==> src/rtl/secret_gen.sv <==
// secret_gen: draws a four-digit secret with pairwise-distinct BCD digits.
// A free-running 16-bit Galois LFSR supplies one candidate nibble per DRAW
// cycle. A candidate is accepted if it is a decimal digit not already drawn.
// All outputs are registered.
module secret_gen (
    input  logic        clk,
    input  logic        rst,
    input  logic        start,
    input  logic        seed_load,
    input  logic [15:0] seed,
    output logic        busy,
    output logic        done,
    output logic        valid,
    output logic [15:0] answer
);

    localparam int unsigned LfsrW    = 16;
    localparam int unsigned DigitW   = 4;
    localparam int unsigned NumSlots = 4;
    localparam int unsigned IdxW     = 2;
    localparam int unsigned SlotsW   = DigitW * NumSlots;

    localparam logic [LfsrW-1:0]  LfsrTaps    = 16'hB400;
    localparam logic [LfsrW-1:0]  LfsrDefault = 16'hACE1;
    localparam logic [DigitW-1:0] MaxDigit    = 4'd9;
    localparam logic [IdxW-1:0]   LastIdx     = 2'd3;

    typedef enum logic [1:0] {
        IDLE = 2'd0,
        DRAW = 2'd1,
        DONE = 2'd2
    } state_e;

    state_e              state_q, state_d;
    logic [LfsrW-1:0]    lfsr_q, lfsr_d;
    logic [IdxW-1:0]     idx_q, idx_d;
    logic [SlotsW-1:0]   slots_q, slots_d;
    logic                busy_q, busy_d;
    logic                done_q, done_d;
    logic                valid_q, valid_d;
    logic [SlotsW-1:0]   answer_q, answer_d;

    logic [DigitW-1:0]   cand_c;
    logic                dup_c;
    logic                accept_c;

    // LFSR advances every cycle; a seed load takes priority, and a zero seed
    // is replaced so the register can never lock up at all-zeros.
    always_comb begin
        lfsr_d = {1'b0, lfsr_q[LfsrW-1:1]} ^ (lfsr_q[0] ? LfsrTaps : '0);
        if (seed_load) begin
            lfsr_d = (seed == '0) ? LfsrDefault : seed;
        end
    end

    // Candidate is accepted when it is a decimal digit not yet in a filled slot.
    always_comb begin
        cand_c = lfsr_q[DigitW-1:0];
        dup_c  = 1'b0;
        for (int i = 0; i < int'(NumSlots); i++) begin
            if ((IdxW'(i) < idx_q) && (slots_q[{IdxW'(i), 2'b00} +: DigitW] == cand_c)) begin
                dup_c = 1'b1;
            end
        end
        accept_c = (cand_c <= MaxDigit) && !dup_c;
    end

    // Next-state and registered-output logic.
    always_comb begin
        state_d  = state_q;
        idx_d    = idx_q;
        slots_d  = slots_q;
        valid_d  = valid_q;
        answer_d = answer_q;

        unique case (state_q)
            IDLE: begin
                if (start) begin
                    state_d = DRAW;
                    idx_d   = '0;
                    valid_d = 1'b0;
                end
            end
            DRAW: begin
                if (accept_c) begin
                    slots_d[{idx_q, 2'b00} +: DigitW] = cand_c;
                    idx_d = idx_q + IdxW'(1);
                    if (idx_q == LastIdx) begin
                        // Commit all four digits on one edge.
                        answer_d = {cand_c, slots_q[SlotsW-DigitW-1:0]};
                        valid_d  = 1'b1;
                        state_d  = DONE;
                    end
                end
            end
            DONE: begin
                state_d = IDLE;
            end
            default: begin
                state_d = IDLE;
            end
        endcase

        busy_d = (state_d != IDLE);
        done_d = (state_d == DONE);
    end

    // State, datapath and output registers with synchronous reset.
    always_ff @(posedge clk) begin
        if (rst) begin
            state_q  <= IDLE;
            lfsr_q   <= LfsrDefault;
            idx_q    <= '0;
            slots_q  <= '0;
            busy_q   <= 1'b0;
            done_q   <= 1'b0;
            valid_q  <= 1'b0;
            answer_q <= '0;
        end else begin
            state_q  <= state_d;
            lfsr_q   <= lfsr_d;
            idx_q    <= idx_d;
            slots_q  <= slots_d;
            busy_q   <= busy_d;
            done_q   <= done_d;
            valid_q  <= valid_d;
            answer_q <= answer_d;
        end
    end

    assign busy   = busy_q;
    assign done   = done_q;
    assign valid  = valid_q;
    assign answer = answer_q;

endmodule
==> config.mk <==
export PLATFORM = sky130hd
export DESIGN_NAME = secret_gen
export DESIGN_NICKNAME = d
export VERILOG_FILES = /design/src/rtl/secret_gen.sv
export SDC_FILE = /design/constraint.sdc
export NUM_CORES = 1
export LEC_CHECK = 0
export BUFFER_PORTS_ARGS = -buffer_cell sky130_fd_sc_hd__buf_2
export CAP_MARGIN = 0
export CORE_ASPECT_RATIO = 0.5
export CORE_MARGIN = 10
export CORE_UTILIZATION = 50
export CTS_BUF_LIST = sky130_fd_sc_hd__clkbuf_4 sky130_fd_sc_hd__clkbuf_8
export CTS_CLUSTER_DIAMETER = 50
export DETAILED_ROUTE_END_ITERATION = 10
export PLACE_DENSITY = 0.8
export SYNTH_ARGS = -nofsm -noshare
export SYNTH_HDL_FRONTEND = slang
export SYNTH_SLANG_ARGS = --single-unit
==> constraint.sdc <==
create_clock -name clk -period 1.7 [get_ports clk]
set_input_delay 0.51 -clock clk [delete_from_list [all_inputs] [get_ports clk]]
set_output_delay 0.51 -clock clk [all_outputs]
set_load 0.03 [all_outputs]
==> metrics.csv <==
stage;metric;value;unit
sta;tns;-1.35;ns
sta;finalHoldViolCount;0;
synth;synth-seq-cells;51;
sta;rsz0062_at_grt;yes;
drt;drt_iter0_drc;139;
global_routing;grt-ovfl-total;0;
global_routing;grt_pass1_wl;10400;um
sta;timing.final.crit_share;1.12;
pwr;power_density;801;mW/mm2
global_routing;grt_max_degree;30;
critical_path;slowest_delay;0.47;ns
synth;synth_nets;278;
run_status;status;finished, violations left;
global_routing;grtUsageTotal;0.165;
pwr;power_leakage;1.20;nW
critical_path;worstSetupEndpoint;slots_q[5];
critical_path;path_depth;7;
finish;final_common_cell;dfxtp_1;
flow_run;drv_cap;0;
drt;drc;0;
drt;viasPerCell;5.86;
placement;dp_hpwl;4130;um
critical_path;path_delay_family;simple AND/OR/NAND/NOR gates;
synth;synth.avg_cell_area;9.07;um2
sta;worstMarginPinSlew;0.574;ns
sta;fin_ws;-0.197;ns
sta;maxSlewViolCount;0;
sta;period_needed;1.90;ns
drt;routed.top_layer;met4;
finish;area_growth;30.5;%
finish;fin_util;0.679;
placement;place_ws;-0.194;ns
critical_path;crit_top_cell;buf_4;
critical_path;timing.rr.start;idx_q[1];
critical_path;crit_arrival;2.13;ns
synth;ys_warn_count;0;
drt;drt_wl_total;6710;um
synth;seq_area_frac_synth;0.443;
critical_path;worstSetupEndpointType;flop;
run_status;violations;setup timing;
pwr;power;2.41;mW
drt;ant_nets;0;
critical_path;worstSetupStartpointType;flop;
floorplan;io_pins;39;
drt;met1Wirelength;2890;um
finish;nFillCells;327;
clock_tree;h-tree-depth;2;
finish;num_antenna_cells;0;
clock_tree;worstSkewPairLatency;0.31;ns
synth;yosysUniqueCellTypes;39;
critical_path;critPathLaunch;idx_q[1];
synth;synth_cells;254;
clock_tree;cts_sinks;51;
global_routing;antenna_found_initial;0;
finish;final_nets;334;
clock_tree;cts_tree;built;
pwr;peakVddDrop;0.000503;V
drt;num_vias;2155;
finish;final_cell_mix;dfxtp_1 (44), buf_2 (38), buf_4 (25);
worst_hold_path;hold_path_class;input port to flop;
critical_path;worstPathCellList;inv_1 -> ha_1 -> buf_4 -> nor4b_1 -> buf_4 -> nand2_1 -> mux2i_1;
sta;setup_viol;26;
clock_tree;clock-root-buffer;clkbuf_8;
global_routing;first_global_vias;2084;
sta;whs;0.445;ns
critical_path;crit_buf_inv;3;
critical_path;criticalPathCategory;flop to flop;
floorplan;die_x;116;um
critical_path;worstPathRequired;1.93;ns
drt;wl_met3;506;um
finish;drive_gt1_frac;0.354;
critical_path;cp_slowest_cell;nor4b_1;
clock_tree;numCtsBuffers;5;
sta;max_slew_margin;0.617;
critical_path;r2r_cells;7;
placement;gp_congestion;0.912;
clock_tree;clockBufferDepth;2;
drt;wl_per_cell;18.2;um
critical_path;r2r_slack;-0.20;ns
finish;multiInputGateArea;0.00134;mm2
floorplan;dieHeight;68.0;um
synth;synth_area;0.00230;mm2
critical_path;worstReg2RegEnd;slots_q[5];
finish;regArea;0.00104;mm2
clock_tree;hold_buffers;0;
critical_path;crit_fanout;7;
drt;dr.pass1.iters;4;
placement;io_buffers;38;
clock_tree;clk_pin_slew;0.10;ns
sta;finClkSkew;0.00832;ns
floorplan;std_cell_rows;17;
drt;wl_met2;3120;um
floorplan;core;0.00442;mm2
floorplan;dieArea;0.00789;mm2
floorplan;initial_core_util;0.521;
sta;fmax;527;MHz
[cells by family (layout without fill, tap and decap cells)]
logic type | Yosys count | count (layout) | synth area share
AOI/OAI and AO/OA | 48 | 48 | 0.114
xor gates and xnor gates | 14 | 14 | 0.0532
adders and majority gates | 4 | 4 | 0.0217
buffers and inverters | 23 | 78 | 0.0527
DFF | 51 | 51 | 0.443
muxes | 19 | 19 | 0.0826
and+or+nand+nor | 95 | 97 | 0.232
[tightest hold or removal path, delay by kind of cell]
family | cells | cell delay, ns
simple gates | 1 | 0.06
buf+inv | 1 | 0.09
compound gates | 1 | 0.06
[worst min-delay path by stage]
stage | from | endpoint | slack (ns) | depth (start not counted)
after global routing | seed[5] | lfsr_q[5] | 0.44 | 3
after CTS | seed[5] | lfsr_q[5] | 0.43 | 3
after floorplan | lfsr_q[6] | lfsr_q[5] | 0.43 | 2
after detailed placement | lfsr_q[12] | lfsr_q[11] | 0.44 | 2
after global placement | lfsr_q[5] | lfsr_q[4] | 0.44 | 2
final | seed[5] | lfsr_q[5] | 0.44 | 3
[Yosys cell counts (all sizes together)]
| master | count | area share |
|---|---|---|
| a211o | 1 | 0.0038 |
| a21oi | 18 | 0.039 |
| a31oi | 1 | 0.0027 |
| and3 | 3 | 0.0081 |
| buf | 13 | 0.036 |
| clkbuf | 8 | 0.013 |
| dfxtp | 51 | 0.44 |
| ha | 4 | 0.022 |
| inv | 2 | 0.0033 |
| mux2i | 19 | 0.083 |
| nand2 | 17 | 0.028 |
| nand2b | 20 | 0.054 |
| nand3 | 21 | 0.048 |
| nand3b | 2 | 0.0065 |
| nand4 | 3 | 0.0081 |
| nand4b | 1 | 0.0038 |
| nor2 | 11 | 0.018 |
| nor2b | 2 | 0.0054 |
| nor3 | 5 | 0.018 |
| nor3b | 1 | 0.0033 |
| nor4 | 5 | 0.016 |
| nor4b | 2 | 0.0076 |
| o211ai | 1 | 0.0033 |
| o21a | 1 | 0.0033 |
| o21ai | 17 | 0.037 |
| o21bai | 1 | 0.0033 |
| o22ai | 8 | 0.022 |
| or2 | 1 | 0.0027 |
| or3 | 1 | 0.0049 |
| xnor2 | 8 | 0.030 |
| xor2 | 6 | 0.023 |
[flip-flops by register name, indices dropped and copies added, names as in the netlist]
| signal | cells |
|---|---|
| answer | 16 |
| lfsr_q | 16 |
| slots_q | 12 |
| idx_q | 2 |
| state_q | 2 |
| busy | 1 |
| done | 1 |
| valid | 1 |
[power by group]
| group | total (mW) | internal (mW) | switching (mW) |
|---|---|---|---|
| Combinational | 0.350 | 0.160 | 0.190 |
| Clock | 0.788 | 0.371 | 0.417 |
| Sequential | 1.27 | 1.23 | 0.0392 |
[stage by stage]
step | std cells | instance area (um2)
after floorplan | 254 | 2300
after global placement | 354 | 2660
after detailed placement | 354 | 2660
after CTS | 366 | 2910
after global routing | 368 | 3010
final | 368 | 3010
[repair_timing]
| action | in CTS | in global routing |
|---|---|---|
| setup buffers | 4 | 4 |
| gates cloned | 2 | 0 |
| hold endpoints to repair | 0 | 0 |
| setup endpoints to repair | 34 | 31 |
| pin swaps | 8 | 7 |
| resized for setup | 29 | 17 |
[layout make-up]
class                           count  share of cell area
Inverter                            2             0.00250
Multi-Input combinational cell    182               0.445
Timing Repair Buffer               68               0.147
Clock buffer                        7              0.0321
Clock inverter                      1             0.00250
Tap cell                           57              0.0237
Sequential cell                    51               0.347
[routing by layer]
metal | GRT usage | up-vias
met4 | 0.0557 | 0
li1 | - | 996
met1 | 0.202 | 1040
met5 | 0 | -
met3 | 0.0384 | 18
met2 | 0.287 | 101
Note: power is estimated with default switching activity, not from simulation.
